<file path="config.mk">
export PLATFORM = sky130hd
export DESIGN_NAME = dp_mem_responder
export DESIGN_NICKNAME = d
export VERILOG_FILES = /design/src/rtl/dp_mem_responder.sv
export SDC_FILE = /design/constraint.sdc
export NUM_CORES = 1
export LEC_CHECK = 0
export ABC_AREA = 1
export CAP_MARGIN = 20
export CORE_MARGIN = 2
export CORE_UTILIZATION = 41
export CTS_CLUSTER_DIAMETER = 80
export DETAILED_ROUTE_END_ITERATION = 10
export PLACE_DENSITY = 0.77
export SLEW_MARGIN = 15
export SYNTH_ARGS = -nofsm -noshare
export SYNTH_HDL_FRONTEND = slang
export SYNTH_SLANG_ARGS = --single-unit
</file>
<file path="constraint.sdc">
create_clock -name CLK -period 5.4 [get_ports CLK]
set_input_delay 0.81 -clock CLK [delete_from_list [all_inputs] [get_ports CLK]]
set_output_delay 0.81 -clock CLK [all_outputs]
set_load 0.02 [all_outputs]
</file>
<file path="src/rtl/dp_mem_responder.sv">
// Memory-side responder: arbitrates datapath I/D requests onto a single-port RAM.
// Optional access timeout with sticky mem_err is enabled by defining MEM_TIMEOUT_EN.
module dp_mem_responder #(
  parameter int ADDR_W  = 32,
  parameter int DATA_W  = 32,
  parameter int TIMEOUT = 64
) (
  input  logic              CLK,
  input  logic              RST,
  input  logic              iREN,
  input  logic [ADDR_W-1:0] iaddr,
  input  logic              dREN,
  input  logic              dWEN,
  input  logic [ADDR_W-1:0] daddr,
  input  logic [DATA_W-1:0] dstore,
  input  logic              halt,
  output logic              ihit,
  output logic [DATA_W-1:0] iload,
  output logic              dhit,
  output logic [DATA_W-1:0] dload,
  output logic              ramREN,
  output logic              ramWEN,
  output logic [ADDR_W-1:0] ramaddr,
  output logic [DATA_W-1:0] ramstore,
  input  logic [DATA_W-1:0] ramload,
  input  logic [1:0]        ramstate,
  output logic              halted,
  output logic              mem_err
);

  typedef enum logic [1:0] {IDLE, IACC, DACC, HALTED} state_t;
  typedef enum logic [1:0] {RAM_FREE, RAM_BUSY, RAM_ACCESS, RAM_ERROR} ramstate_t;

  if (TIMEOUT < 1) begin : g_bad_timeout
    $error("TIMEOUT must be at least 1");
  end

  state_t              r_state;
  state_t              w_next;
  logic [ADDR_W-1:0]   r_addr;
  logic [DATA_W-1:0]   r_store;
  logic                r_wr;
  logic                r_ihit;
  logic                r_dhit;
  logic [DATA_W-1:0]   r_iload;
  logic [DATA_W-1:0]   r_dload;
  logic                w_take_d;
  logic                w_take_i;
  logic                w_done;
  logic                w_in_acc;
  logic                w_ram_ok;
  logic                w_expire;

  assign w_in_acc = (r_state == IACC) || (r_state == DACC);
  assign w_ram_ok = (ramstate == RAM_ACCESS);

`ifdef MEM_TIMEOUT_EN
  localparam int CNT_W = $clog2(TIMEOUT + 1);
  logic [CNT_W-1:0] r_cnt;
  logic             r_mem_err;

  assign w_expire = (r_cnt == CNT_W'(TIMEOUT - 1));

  always_ff @(posedge CLK or posedge RST) begin
    if (RST) begin
      r_cnt     <= '0;
      r_mem_err <= 1'b0;
    end else begin
      if (w_in_acc && !w_ram_ok && (w_next == IDLE)) begin
        r_cnt     <= '0;
        r_mem_err <= 1'b1;
      end else if (w_in_acc && !w_ram_ok) begin
        r_cnt <= r_cnt + CNT_W'(1);
      end else begin
        r_cnt <= '0;
      end
    end
  end

  assign mem_err = r_mem_err;
`else
  assign w_expire = 1'b0;
  assign mem_err  = 1'b0;
`endif

  always_comb begin
    w_next   = r_state;
    w_take_d = 1'b0;
    w_take_i = 1'b0;
    w_done   = 1'b0;
    unique case (r_state)
      IDLE: begin
        // Requests are still held during the hit cycle, so they are not resampled then.
        if (halt) begin
          w_next = HALTED;
        end else if (!(r_ihit || r_dhit)) begin
          if (dWEN || dREN) begin
            w_next   = DACC;
            w_take_d = 1'b1;
          end else if (iREN) begin
            w_next   = IACC;
            w_take_i = 1'b1;
          end
        end
      end
      IACC, DACC: begin
        if (w_ram_ok) begin
          w_done = 1'b1;
          w_next = IDLE;
        end else if (w_expire) begin
          w_next = IDLE;
        end
      end
      default: w_next = HALTED;
    endcase
  end

  always_ff @(posedge CLK or posedge RST) begin
    if (RST) begin
      r_state <= IDLE;
      r_addr  <= '0;
      r_store <= '0;
      r_wr    <= 1'b0;
      r_ihit  <= 1'b0;
      r_dhit  <= 1'b0;
      r_iload <= '0;
      r_dload <= '0;
    end else begin
      r_state <= w_next;
      r_ihit  <= w_done && (r_state == IACC);
      r_dhit  <= w_done && (r_state == DACC);
      if (w_done && (r_state == IACC)) begin
        r_iload <= ramload;
      end
      if (w_done && (r_state == DACC) && !r_wr) begin
        r_dload <= ramload;
      end
      if (w_take_d) begin
        r_addr <= daddr;
        r_wr   <= dWEN;
        if (dWEN) begin
          r_store <= dstore;
        end
      end else if (w_take_i) begin
        r_addr <= iaddr;
        r_wr   <= 1'b0;
      end
    end
  end

  assign ramREN   = (r_state == IACC) || ((r_state == DACC) && !r_wr);
  assign ramWEN   = (r_state == DACC) && r_wr;
  assign ramaddr  = r_addr;
  assign ramstore = r_store;
  assign ihit     = r_ihit;
  assign dhit     = r_dhit;
  assign iload    = r_iload;
  assign dload    = r_dload;
  assign halted   = (r_state == HALTED);

endmodule

</file>
==> impl_metrics.toml <==
[yosys]
yosys.area.top_type_share_pct = 57.59
synth-edff-count = 0
synth_xor_area_share_pct = 0
ys_ff_latch = 133
synth_seq_area_share_pct = 57.59
yosys.area.top_type = "dfrtp_1"
synth.area.top_cells = "dfrtp_1, nand2_1, o21ai_0"
synthArstFlopShare_pct = 100.0
yosys.area_share.simple_pct = 30.48
synth_top_family_by_area = "simple AND/OR/NAND/NOR gates"
yosysWarnings = 0
synthAdderAreaFrac_pct = 0.8660
syn_nets = 856
synth-main-ff-cell = "dfrtp_1"
syn_area_mm2 = 0.005779
syn_inst = 716
yosysUniqueCellTypes = 15
synth_compound_area_share_pct = 5.716
avgSynthCellArea_um2 = 8.072
muxShareOfSynthArea_pct = 0
synth_most_common_cell = "nand2_1"
synth_common_cells = "nand2_1, dfrtp_1, o21ai_0"

[setup_path]
rr_worst_depth = 10
path_class = "input port to flop"
cp_max_fo = 33
reg2reg_from = "r_state[1]"
worst_r2r_endpoint = "ramstore[2]"
ff2ff_setup_slack_ps = 2460
cp.required_ps = 5700
worstSetupStartpointType = "input port"
path_cells = "clkdlybuf4s50_1, inv_2, nand2_1, nand3_1, buf_4, nor2_8, inv_2, nand2_1, nand2_1"
worstPathArrival_ps = 3360
critPathMostFrequentCell = "nand2_1"
end_kind = "flop"
timing.critical_path.slowest_cell_delay_ps = 500
crit_slowest_cell = "clkdlybuf4s50_1"

[detailed_routing]
first_pass_iters = 5
drc_errors = 0
drtIter0Drc = 354
vias = 5536
via_per_inst = 4.764
wirelength_um = 18080
wl_per_cell_um = 15.56
ant_nets = 0

[global_routing]
grt_max_degree = 101
antenna_found_initial = 1
grt_pass1_vias = 5371
grt_pass1_wl_um = 27650
grt_usage_pct = 24.01
grt_overflow_total = 0

[worst_hold_path]
hold_path.startpoint = "ramstore[6]"
hold_path.class = "flop to flop"
hold_depth = 2
hold_end = "ramstore[6]"

[sta]
drv_slew = 0
slew_headroom_pct = 31.90
fmax_mhz = 327.2
period_needed_ps = 3056
rsz0062_at_grt = "false"
final_hold_viol_count = 0
tns_ps = 0
post-route-period-util_pct = 56.59
finalSetupViolCount = 0
clock_skew_ps = 6.111
tightest_slew_ps = 1019

[clocking]
clk_pin_slew_worst_paths_ps = 60
cts_max_path_buffers = 2
clk_latency_ps = 420
cts_tree = "built"
ctsResizeCount = 0
cts_buffers = 17
cts_root_buf = "clkbuf_16"
numClockSinks = 133
htree_levels = 4
post_cts_buffers = 0
ctsHoldBuffers = 0

[run]
max_cap_viol_count = 0

[final_layout]
area_growth_pct = 59.13
fin_cells = 1162
drive_gt1_share_pct = 5.295
fin_nets = 1110
n_antenna_cell = 0

[placement]
gp_congestion = 0.7745
port_buffers = 268
hpwl_um = 12680
dp.cells = 1129

[die]
rows = 43
core-area_mm2 = 0.01383
die_w_um = 122.7
die-area_mm2 = 0.01506
fp.dieH_um = 122.7
initial_core_util_pct = 41.80
ioPinCount = 270

[run_status]
outcome = "completed"

[power_and_ir_drop]
peakVddDrop_v = 0.0003666
p_per_area_mw_per_mm2 = 608.7
p_leak_nw = 4.521
layer usage:
layer	share of wire (%)	GRT usage (%)	wire length, µm	vias up
met3	11	9.851	2069	26
met1	40	28.55	7168	2566
met4	1.5	7.759	280	2
li1	-	-	-	2736
met2	47	39.54	8549	206
met5	0.061	0	11	-
report_power, final:
group / total, W / internal (W) / switching, W
Clock: 0.00123 / 0.000797 / 0.000433
Sequential: 0.00172 / 0.00147 / 0.000244
Combinational: 0.00265 / 0.00116 / 0.00149
placed cells by master (no fill, tap or decap):
cell and count:
clkinv_4 1, inv_2 3, nor2_1 6, nor2_2 6
nand2_2 1, nand2_1 394, clkdlybuf4s50_1 268, buf_12 1
nor2_4 1, buf_4 7, ha_1 4, bufinv_16 4
nand3_1 41, clkbuf_1 1, dfrtp_1 133, inv_1 16
clkbuf_16 17, buf_6 1, conb_1 1, clkbuf_8 2
inv_6 3, nor2_8 1, clkinvlp_4 3, clkinv_2 1
o21ai_0 66
worst max path at each step:
stage | start | endpoint | slack, ps | depth (start not counted)
global placement | dWEN | ramstore[21] | 1920 | 9
CTS | dWEN | ramstore[1] | 2330 | 9
floorplan | RST | dhit | 1040 | 1
detailed placement | dWEN | ramstore[1] | 1890 | 9
global route | dWEN | ramstore[14] | 2070 | 9
finish | dWEN | ramstore[2] | 2340 | 9
critical path: cells and delay by family:
kind,cells,cell delay (ps)
simple gates,5,1160
buf+inv,4,1360
per-stage QoR:
step	cell area [µm²]	hold slack [ps]	utilization, %	power, W	worst slack (ps)
finish	9196	471.3	66.51	0.005597	2344
global route	9196	494.7	66.51	0.005939	2074
CTS	9160	472.9	66.25	0.005636	2325
detailed placement	8529	458.3	61.69	0.004383	1887
global placement	8529	454.2	61.69	0.004340	1925
floorplan	5779	490.1	-	0.003044	1036
state kept, by name, summed over array words and instances (netlist names):
signal    count
dhit          1
dload        32
ihit          1
iload        32
r_state       2
r_wr          1
ramaddr      32
ramstore     32
cell families (layout without fill, tap and decap cells):
logic type,after synthesis,after routing
flip-flops,133,133
other,1,1
buffers and inverters,62,328
AND/OR/NAND/NOR,450,450
adder cells (fa/ha/maj),4,4
AO/OA/AOI/OAI,66,66
area by class of cell:
class,instances,area (µm²)
Sequential cell,133,3328
Inverter,20,80.08
Multi-Input combinational cell,521,2166
Clock inverter,11,173.9
Clock buffer,20,456.7
Timing Repair Buffer,277,2766
Fill cell,1151,4631
Tap cell,180,225.2
Note: power is estimated with default switching activity, not from simulation.
